==> config.mk <==
export PLATFORM = sky130hd
export DESIGN_NAME = cb_result_streamer
export DESIGN_NICKNAME = d
export VERILOG_FILES = /design/src/rtl/cb_pkg.sv /design/src/rtl/cb_snapshot_bank.sv /design/src/rtl/cb_result_streamer.sv
export SDC_FILE = /design/constraint.sdc
export NUM_CORES = 1
export LEC_CHECK = 0
export CAP_MARGIN = 5
export CORE_MARGIN = 3
export CORE_UTILIZATION = 25
export DETAILED_ROUTE_END_ITERATION = 12
export GPL_TIMING_DRIVEN = 0
export PLACE_DENSITY = 0.46
export SETUP_SLACK_MARGIN = 0.3
export SKIP_CTS_REPAIR_TIMING = 1
export SLEW_MARGIN = 20
export SYNTH_ARGS = -nofsm -noshare
export SYNTH_HDL_FRONTEND = slang
export SYNTH_HIERARCHICAL = 1
export SYNTH_SLANG_ARGS = --single-unit
==> constraint.sdc <==
create_clock -name clk -period 2.16 [get_ports clk]
set_input_delay 0.432 -clock clk [delete_from_list [all_inputs] [get_ports clk]]
set_output_delay 0.432 -clock clk [all_outputs]
set_load 0.03 [all_outputs]
==> src/rtl/cb_pkg.sv <==
// Shared constants, result-index names and the streamer state type for the cb operator block.
package cb_pkg;
  localparam int CB_NUM_RES = 9;
  localparam int CB_W       = 4;

  localparam int RES_ARITH  = 0;
  localparam int RES_SHIFT  = 1;
  localparam int RES_REL    = 2;
  localparam int RES_EQ     = 3;
  localparam int RES_BITW   = 4;
  localparam int RES_RED    = 5;
  localparam int RES_LOGIC  = 6;
  localparam int RES_CONCAT = 7;
  localparam int RES_COND   = 8;

  typedef enum logic {IDLE, SEND} cb_stream_state_t;
endpackage

==> src/rtl/cb_snapshot_bank.sv <==
// NUM_RES x W snapshot registers loaded in one cycle; combinational read mux by index.
module cb_snapshot_bank #(
  parameter int NUM_RES = 9,
  parameter int W       = 4,
  parameter int IDX_W   = 4
) (
  input  logic                 clk,
  input  logic                 rst,
  input  logic                 load,
  input  logic [NUM_RES*W-1:0] din,
  input  logic [IDX_W-1:0]     rd_idx,
  output logic [W-1:0]         rd_data
);
  logic [W-1:0] mem [NUM_RES];

  always_ff @(posedge clk) begin
    if (rst) begin
      for (int i = 0; i < NUM_RES; i++) mem[i] <= '0;
    end else if (load) begin
      for (int i = 0; i < NUM_RES; i++) mem[i] <= din[i*W +: W];
    end
  end

  // Out-of-range indices read as zero; the streamer never consumes them.
  always_comb begin
    rd_data = '0;
    for (int i = 0; i < NUM_RES; i++) begin
      if (rd_idx == IDX_W'(i)) rd_data = mem[i];
    end
  end
endmodule

==> src/rtl/cb_result_streamer.sv <==
// Snapshots the cb results on cap_req and streams them one word per valid/ready handshake.
// Optional `CB_STREAM_PARITY_EN adds out_par, the registered even-parity bit of out_data.
module cb_result_streamer
  import cb_pkg::*;
#(
  parameter int NUM_RES = CB_NUM_RES,
  parameter int W       = CB_W,
  parameter int IDX_W   = 4
) (
  input  logic                 clk,
  input  logic                 rst,
  input  logic [NUM_RES*W-1:0] res_bus,
  input  logic                 cap_req,
  output logic                 out_valid,
  input  logic                 out_ready,
  output logic [W-1:0]         out_data,
  output logic [IDX_W-1:0]     out_idx,
  output logic                 out_last,
  output logic                 busy,
  output logic                 done,
  output logic                 overrun,
  input  logic                 clr_ovr
`ifdef CB_STREAM_PARITY_EN
  ,
  output logic                 out_par
`endif
);
  localparam logic [IDX_W-1:0] LAST_IDX = IDX_W'(NUM_RES - 1);

  cb_stream_state_t state;
  logic [IDX_W-1:0] idx_nxt;
  logic [W-1:0]     nxt_word;
  logic             load;
  logic             hs;

  assign busy    = (state == SEND);
  assign load    = (state == IDLE) && cap_req;
  assign hs      = out_valid && out_ready;
  assign idx_nxt = out_idx + IDX_W'(1);

  // The bank is read one index ahead so the next word is registered with no bubble.
  cb_snapshot_bank #(
    .NUM_RES (NUM_RES),
    .W       (W),
    .IDX_W   (IDX_W)
  ) u_bank (
    .clk     (clk),
    .rst     (rst),
    .load    (load),
    .din     (res_bus),
    .rd_idx  (idx_nxt),
    .rd_data (nxt_word)
  );

  always_ff @(posedge clk) begin
    if (rst) begin
      state     <= IDLE;
      out_valid <= 1'b0;
      out_data  <= '0;
      out_idx   <= '0;
      out_last  <= 1'b0;
      done      <= 1'b0;
      overrun   <= 1'b0;
`ifdef CB_STREAM_PARITY_EN
      out_par   <= 1'b0;
`endif
    end else begin
      done <= 1'b0;

      if (busy && cap_req) overrun <= 1'b1;
      else if (clr_ovr)    overrun <= 1'b0;

      case (state)
        IDLE: begin
          if (cap_req) begin
            state     <= SEND;
            out_valid <= 1'b1;
            out_data  <= res_bus[W-1:0];
            out_idx   <= '0;
            out_last  <= (NUM_RES == 1);
`ifdef CB_STREAM_PARITY_EN
            out_par   <= ^res_bus[W-1:0];
`endif
          end
        end
        SEND: begin
          if (hs) begin
            if (out_idx == LAST_IDX) begin
              state     <= IDLE;
              out_valid <= 1'b0;
              out_last  <= 1'b0;
              done      <= 1'b1;
            end else begin
              out_idx   <= idx_nxt;
              out_data  <= nxt_word;
              out_last  <= (idx_nxt == LAST_IDX);
`ifdef CB_STREAM_PARITY_EN
              out_par   <= ^nxt_word;
`endif
            end
          end
        end
        default: state <= IDLE;
      endcase
    end
  end
endmodule
==> impl_metrics.ini, run 1 <==
[worst_setup_path]
slowest_stage = or3b_2
critPathKind = reg -> reg
cp_top_family = compound AO/OA/AOI/OAI gates
startpoint_type = flip-flop
cp_slowest_stage_delay_ns = 0.46
cp_data_required_time_ns = 2.38
crit_arrival_ns = 2.21
cp.buffers_inverters = 2
cp_cell_sequence = inv_2, ha_4, buf_4, or3b_2, o211ai_1, a221o_1, mux2i_1, a211oi_1
cp_max_fo = 8
cp-end-kind = flip-flop

[timing]
worst_pin_slew_ns = 0.524
skew_ns = 0.00720
setup_violations = 0
rsz0062_at_grt = yes
slew_viol_final = 0
hold_viol_final = 0
fin_crit_sh_pct = 92.2
max_freq_ghz = 0.502
max-slew-margin-rel_pct = 65.0
layout_min_cycle_time_ns = 1.99

[drt]
routed_wl_mm = 5.68
viasPerCell = 4.30
post_drt_wl_per_cell_um = 14.3
vias = 1701
drc = 0
first_pass_iters = 4
drtIter0Drc = 47
ant_nets = 0

[layout]
antennaDiodeCount = 0
nNetsFinal = 310
final_area_sq_mm = 0.00346
area_growth_pct = 44.5
stdcell_count = 396
drive_gt1_share_pct = 22.8

[placed_design]
dp.cells = 378
dp_hpwl_mm = 3.96
port_buffers = 53
dpl-instance-area_sq_mm = 0.00312
gp_congestion = 0.759

[global_routing]
groute.usage.overall_pct = 10.2
grt_pass1_vias = 1710
grt_max_degree = 37
grt_pass1_wl_mm = 8.89
antenna_found_initial = 0
grt_overflow = 0

[logic_synthesis]
synth_seq_cells = 49
syn_nets = 240
seq_area_frac_synth_pct = 56.0
avgSynthCellArea_sq_um = 12.2
syn_area_sq_mm = 0.00239
yosysWarningCount = 6
yosysUniqueCellTypes = 40
syn_inst = 196
yosys.area.top_type = edfxtp_1
yosys.area.top_type_share_pct = 45.2
synthFlopType = edfxtp_1
synth_area_leaders = edfxtp_1 45%, dfxtp_1 11%, and2_1 9.4%
synthTopCellsByCount = 36 x and2_1, 36 x edfxtp_1, 16 x a21oi_1, 13 x a211oi_1, 13 x dfxtp_1
synth-edff-count = 36
synth-async-reset-ratio_pct = 0

[floorplanning]
rows = 35
die_w_um = 104
initial_utilization_pct = 25.8
core_sq_mm = 0.00928
dieArea_sq_mm = 0.0108
die_y_um = 104
io_pins = 54

[clock_tree]
cts_max_path_buffers = 2
cts-htree-levels = 2
cts_tree = done
cts_buffers = 5
cts_root_buffer = clkbuf_8
cts.clk_slew.worst_paths_ns = 0.09
cts_sinks = 49
clk_latency_ns = 0.30

[pwr]
power.leakage_nw = 1.25
power_density_mw_per_mm2 = 556
cell_internal_pwr_mw = 1.46
clockPowerShare_pct = 27.9
comb_power_share_pct = 14.9
power_mw = 1.93
power_switching_mw = 0.463
power_frac_seq_pct = 57.2
switching_share_pct = 24.0
ir_drop_mv = 0.239

[worst_hold_path]
hp-class = reg -> reg

[job]
drv_cap = 0

[outcome]
status = finished clean
-- layer usage --
metal	wire length [um]	vias to the layer above	GRT usage [%]
li1	-	870	-
met1	2720	771	13.6
met2	2590	54	16.5
met3	314	6	2.93
met4	53	0	2.56
met5	0	-	0
-- power by group through the flow --
stage / sequential (mW) / combinational, mW / clock (mW)
after floorplan: 1.13 / 0.113 / 0
after global placement: 1.12 / 0.262 / 0
after detailed placement: 1.12 / 0.263 / 0
after CTS: 1.10 / 0.264 / 0.559
after global routing: 1.11 / 0.313 / 0.597
final: 1.10 / 0.287 / 0.536
-- layout by cell type, fill, tap and decap left out, types with 5 or more instances in the layout --
cell type         n
buf_4             9
nand3_1           5
a211oi_1         10
o211ai_1          6
buf_6             5
mux2i_1           5
clkbuf_8          5
a21oi_1          13
dfxtp_1          10
and2_1           36
edfxtp_1         36
clkdlybuf4s50_1  51
-- cell type report --
class                           count  area (sq um)
Fill cell                         966          5820
Buffer                             13           120
Clock buffer                        6          72.6
Timing Repair Buffer               63           628
Multi-Input combinational cell    128          1080
Tap cell                          129           161
Inverter                            6          25.0
Sequential cell                    49          1350
Clock inverter                      2          15.0
-- final timing paths --
kind | startpoint | end | slack (ns) | cells past startpoint
max | out_idx[1]$_SDFFE_PP0P_ | out_data[2]$_SDFFE_PP0P_ | 0.17 | 8
min | overrun$_SDFFE_PP0P_ | overrun$_SDFFE_PP0P_ | 0.48 | 2
max reg2reg | out_idx[1]$_SDFFE_PP0P_ | out_data[2]$_SDFFE_PP0P_ | 0.17 | 8
min reg2reg | overrun$_SDFFE_PP0P_ | overrun$_SDFFE_PP0P_ | 0.48 | 2
-- cell families after synthesis --
logic type                 Yosys count  synth area share, %
AOI/OAI and AO/OA                   46                 13.0
xor gates and xnor gates             2                0.732
adders and majority gates            3                 1.57
buffers and inverters               19                 4.97
DFF                                 49                 56.0
muxes                               12                 5.02
and+or+nand+nor                     65                 18.7
-- through the flow --
step | setup slack, ns | utilization [%] | hold slack [ns] | setup TNS (ns)
after floorplan | 0.313 | - | 0.555 | 0
after global placement | -0.545 | 33.6 | 0.463 | -21.55
after detailed placement | -0.487 | 33.6 | 0.469 | -19.95
after CTS | -0.182 | 34.5 | 0.484 | -2.89
after global routing | 0.0876 | 37.3 | 0.520 | 0
final | 0.168 | 37.3 | 0.476 | 0
-- sequential cells by signal (all words and copies together), names as in the netlist --
register    count
u_bank/mem     36
out_data        4
out_idx         4
busy            1
done            1
out_last        1
out_valid       1
overrun         1
-- worst reg2reg max path, cell delays in order (launching register included) --
cell,delay (ns)
dfxtp_4,0.40
inv_2,0.05
ha_4,0.28
buf_4,0.15
or3b_2,0.46
o211ai_1,0.13
a221o_1,0.18
mux2i_1,0.07
a211oi_1,0.18
(Power assumes the default switching activity.)
==> run 2: changes to the inputs <==
--- a/config.mk
+++ b/config.mk
@@ -18,3 +18,4 @@
 export SYNTH_HDL_FRONTEND = slang
 export SYNTH_HIERARCHICAL = 1
 export SYNTH_SLANG_ARGS = --single-unit
+export TNS_END_PERCENT = 30
==> impl_metrics.ini, run 2 (same netlist as run 1, synthesis figures left out) <==
[outcome]
status = finished clean

[floorplanning]
rows = 35
core_sq_mm = 0.00928
initial_utilization_pct = 25.8
io_pins = 54
dieArea_sq_mm = 0.0108
die_w_um = 104
die_y_um = 104

[global_routing]
grt_pass1_vias = 1710
grt_pass1_wl_mm = 8.89
antenna_found_initial = 0
groute.usage.overall_pct = 10.2
grt_max_degree = 37
grt_overflow = 0

[worst_setup_path]
crit_path_end = out_data[2]$_SDFFE_PP0P_
timing.rr.end = out_data[2]$_SDFFE_PP0P_
cp-startpoint = out_idx[1]$_SDFFE_PP0P_
slowest_stage = or3b_2
r2r_start = out_idx[1]$_SDFFE_PP0P_
cp_max_fo = 8
r2r_slack_ns = 0.17
cp_data_required_time_ns = 2.38
cp_slowest_stage_delay_ns = 0.46
cp_num_cells = 8
cp.buffers_inverters = 2
cp_top_family = compound AO/OA/AOI/OAI gates
critPathKind = reg -> reg
crit_arrival_ns = 2.20
cp_cell_sequence = inv_2, ha_4, buf_4, or3b_2, o211ai_1, a221o_1, mux2i_1, a211oi_1
startpoint_type = flip-flop
reg2regPathDepth = 8
cp-end-kind = flip-flop

[job]
drv_cap = 0

[worst_hold_path]
hp-class = reg -> reg

[clock_tree]
cts-htree-levels = 2
clk_latency_ns = 0.30
cts_sinks = 49
cts_tree = done
cts_max_path_buffers = 2
cts_buffers = 5
cts.clk_slew.worst_paths_ns = 0.09
cts_root_buffer = clkbuf_8

[pwr]
power.leakage_nw = 1.19
power_density_mw_per_mm2 = 562
ir_drop_mv = 0.239
power_mw = 1.92

[layout]
nNetsFinal = 307
area_growth_pct = 42.7
seqCellArea_sq_mm = 0.00135
fill_cells = 973
antennaDiodeCount = 0
layout_common_cells = 53 x clkdlybuf4s50_1, 36 x and2_1, 36 x edfxtp_1
final_area_sq_mm = 0.00342
drive_gt1_share_pct = 21.6
final_common_cell = clkdlybuf4s50_1
regMostFlops = u_bank/mem
multi_input_area_sq_mm = 0.00107
reg_top3 = u_bank/mem x36, out_data x4, out_idx x4
largest_reg_flops = 36

[timing]
tns_ns = 0
max_freq_ghz = 0.504
worst_slack_ns = 0.175
max-slew-margin-rel_pct = 66.3
setup_violations = 0
hold_viol_final = 0
rsz0062_at_grt = yes
fin_crit_sh_pct = 91.9
skew_ns = 0.00721
slew_viol_final = 0
layout_min_cycle_time_ns = 1.99
worst_pin_slew_ns = 0.506

[placed_design]
gp_congestion = 0.759
dpl-instance-area_sq_mm = 0.00312
port_buffers = 53
pre_cts_ws_ns = -0.487
dp_hpwl_mm = 3.96

[drt]
drc = 0
viasPerCell = 4.27
vias = 1678
drtIter0Drc = 40
routed_wl_mm = 5.63
ant_nets = 0
post_drt_wl_per_cell_um = 14.3
first_pass_iters = 4
run 2: metrics by stage:
| step | utilization (%) | hold WS [ns] | instances |
|---|---|---|---|
| floorplan | - | 0.555 | 196 |
| global placement | 33.6 | 0.463 | 378 |
| detailed placement | 33.6 | 0.469 | 378 |
| CTS | 34.5 | 0.484 | 386 |
| global route | 36.8 | 0.520 | 393 |
| finish | 36.8 | 0.476 | 393 |
run 2: how the worst min path moves through the flow:
stage | slack, ns | endpoint | depth (start not counted) | startpoint
after global placement | 0.46 | overrun$_SDFFE_PP0P_ | 2 | overrun$_SDFFE_PP0P_
after detailed placement | 0.47 | overrun$_SDFFE_PP0P_ | 2 | overrun$_SDFFE_PP0P_
after global routing | 0.52 | overrun$_SDFFE_PP0P_ | 2 | overrun$_SDFFE_PP0P_
final | 0.48 | overrun$_SDFFE_PP0P_ | 2 | overrun$_SDFFE_PP0P_
after CTS | 0.48 | overrun$_SDFFE_PP0P_ | 2 | overrun$_SDFFE_PP0P_
after floorplan | 0.55 | out_idx[2]$_SDFFE_PP0P_ | 1 | out_idx[2]$_SDFFE_PP0P_
run 2: routing by layer:
metal	wire, um	part of all wire, %	vias up	track usage (%)
met4	53	0.94	0	2.56
met5	0	0	-	0
li1	-	-	861	-
met1	2710	48	759	13.6
met3	300	5.3	6	2.93
met2	2570	46	52	16.5
run 2: worst min-delay path: stages (launching register included):
cell	delay [ns]
dfxtp_1	0.32
nand2b_1	0.07
a21oi_1	0.05
run 2: layout make-up:
class / instances / share of cell area (%)
clock inverter: 2 / 0.440
timing repair buffer: 60 / 17.6
tap: 129 / 4.73
inverter: 6 / 0.659
clock buffer: 6 / 2.12
sequential: 49 / 39.6
multi-input combinational: 128 / 31.4
buffer: 13 / 3.52
run 2: power by group:
part	total (mW)	internal, mW	switching (mW)
Combinational	0.284	0.158	0.126
Sequential	1.10	1.07	0.0275
Clock	0.536	0.229	0.308
Total	1.92	1.46	0.461
==> run 3: changes to the inputs <==
--- a/config.mk
+++ b/config.mk
@@ -7,12 +7,11 @@
 export LEC_CHECK = 0
 export CAP_MARGIN = 5
 export CORE_MARGIN = 3
-export CORE_UTILIZATION = 25
+export CORE_UTILIZATION = 50
 export DETAILED_ROUTE_END_ITERATION = 12
 export GPL_TIMING_DRIVEN = 0
-export PLACE_DENSITY = 0.46
+export PLACE_DENSITY = 0.8
 export SETUP_SLACK_MARGIN = 0.3
-export SKIP_CTS_REPAIR_TIMING = 1
 export SLEW_MARGIN = 20
 export SYNTH_ARGS = -nofsm -noshare
 export SYNTH_HDL_FRONTEND = slang
==> impl_metrics.ini, run 3 (same netlist as run 1, synthesis figures left out) <==
[outcome]
status = finished clean

[worst_hold_path]
hp-class = reg -> reg
hp-start = overrun$_SDFFE_PP0P_

[pwr]
power_density_mw_per_mm2 = 579
power_mw = 1.92
ir_drop_mv = 0.413
power.leakage_nw = 1.24

[layout]
layout_common_cells = 51 x clkdlybuf4s50_1, 36 x and2_1, 36 x edfxtp_1
final_common_cell = clkdlybuf4s50_1
fill_cells = 306
multi_input_area_sq_mm = 0.00106
nNetsFinal = 306
seqCellArea_sq_mm = 0.00135
reg_top3 = u_bank/mem x36, out_data x4, out_idx x4
regMostFlops = u_bank/mem
antennaDiodeCount = 0
area_growth_pct = 38.4
largest_reg_flops = 36
stdcell_count = 315
drive_gt1_share_pct = 19.8

[clock_tree]
clk_latency_ns = 0.30
cts_sinks = 49
cts-htree-levels = 2
cts_root_buffer = clkbuf_8
cts_tree = done
cts.clk_slew.worst_paths_ns = 0.09
holdBufCountCts = 0
cts_max_path_buffers = 2
cts_buffers = 5

[global_routing]
grt_max_degree = 37
antenna_found_initial = 0
grt_pass1_wl_mm = 7.53
grt_overflow = 0
grt_pass1_vias = 1585
groute.usage.overall_pct = 18.0

[worst_setup_path]
cp_max_fo = 10
cp-startpoint = out_idx[0]$_SDFFE_PP0P_
r2r_start = out_idx[0]$_SDFFE_PP0P_
cp_slowest_stage_delay_ns = 0.38
cp-end-kind = flip-flop
cp_cell_sequence = ha_4, xor2_4, buf_6, or3b_1, o211ai_1, a221o_1, mux2i_1, a211oi_2
cp_data_required_time_ns = 2.38
critPathKind = reg -> reg
crit_arrival_ns = 2.16
slowest_stage = dfxtp_4
startpoint_type = flip-flop

[placed_design]
dp_hpwl_mm = 3.45
gp_congestion = 0.843
port_buffers = 53
dp.cells = 301

[timing]
max-slew-margin-rel_pct = 67.4
setup_violations = 0
worst_pin_slew_ns = 0.489
layout_min_cycle_time_ns = 1.94
hold_viol_final = 0
max_freq_ghz = 0.516
skew_ns = 0.00388
slew_viol_final = 0
fin_crit_sh_pct = 89.7
rsz0062_at_grt = yes

[drt]
routed_wl_mm = 4.88
post_drt_wl_per_cell_um = 15.5
drc = 0
ant_nets = 0
first_pass_iters = 4
vias = 1739
viasPerCell = 5.52
drtIter0Drc = 82

[floorplanning]
io_pins = 54
die_y_um = 75.2
initial_utilization_pct = 53.5
dieArea_sq_mm = 0.00565
rows = 24
core_sq_mm = 0.00447
die_w_um = 75.2

[job]
drv_cap = 0
==> run 3: cell count changes in the layout (fill, tap and decap cells not counted), sizes merged <==
cell | before | now
clkbuf | 11 | 10
inv | 6 | 7
buf | 15 | 14
dlymetal6s2s | 0 | 2
clkinv | 0 | 1
clkinvlp | 2 | 1
clkdlybuf4s50 | 53 | 51
==> run 3: layout make-up <==
type                       count  area share, %
sequential                    49           40.8
multi-input combinational    128           31.9
timing repair buffer          59           18.2
buffer                        13           3.63
clock buffer                   5           2.08
tap                           52           1.96
inverter                       6          0.755
clock inverter                 3          0.642
==> run 3: per-layer routing <==
metal / track usage (%) / vias up / share of wire, %
met4: 7.57 / 0 / 2.4
met3: 4.14 / 10 / 6.0
met2: 29.9 / 68 / 49
met5: 0 / - / 0
met1: 22.8 / 792 / 43
li1: - / 869 / -
==> run 3: report_power, final <==
group	switching (mW)	internal, mW
combinational	0.120	0.155
clock	0.314	0.230
sequential	0.0261	1.07
==> run 3: path summary, 6_finish.rpt <==
check                                                end  slack, ns  cells past startpoint
worst min-delay path                overrun$_SDFFE_PP0P_       0.47                      2
worst max-delay path            out_data[0]$_SDFFE_PP0P_       0.22                      8
worst max register to register  out_data[0]$_SDFFE_PP0P_       0.22                      8
worst min register to register      overrun$_SDFFE_PP0P_       0.47                      2
==> run 3: critical path, delay by kind of cell, from the launching register on <==
family / cells / cell delay (ns)
AO/OA/AOI/OAI: 3 / 0.50
adder cells (fa/ha/maj): 1 / 0.18
multiplexers: 1 / 0.09
flip-flops: 1 / 0.38
XOR/XNOR: 1 / 0.17
buffers and inverters: 1 / 0.15
AND/OR/NAND/NOR: 1 / 0.38
==> run 3: what timing repair did <==
action | 4_1_cts | 5_1_grt
cloned | 0 | 1
endpoints found under the setup margin | 71 | 71
gates resized for setup | 10 | 26
buffers inserted | 1 | 4
pin swaps | 2 | 11
==> run 3: stage by stage <==
stage | instance area [sq um] | worst slack [ns] | util (%) | TNS [ns] | hold slack, ns
after global placement | 3020 | -0.382 | 67.5 | -13.68 | 0.459
after CTS | 3170 | 0.175 | 70.7 | 0 | 0.479
after global routing | 3310 | 0.154 | 74.0 | 0 | 0.494
after detailed placement | 3020 | -0.362 | 67.5 | -14.46 | 0.465
after floorplan | 2420 | 0.313 | - | 0 | 0.555
final | 3310 | 0.222 | 74.0 | 0 | 0.474
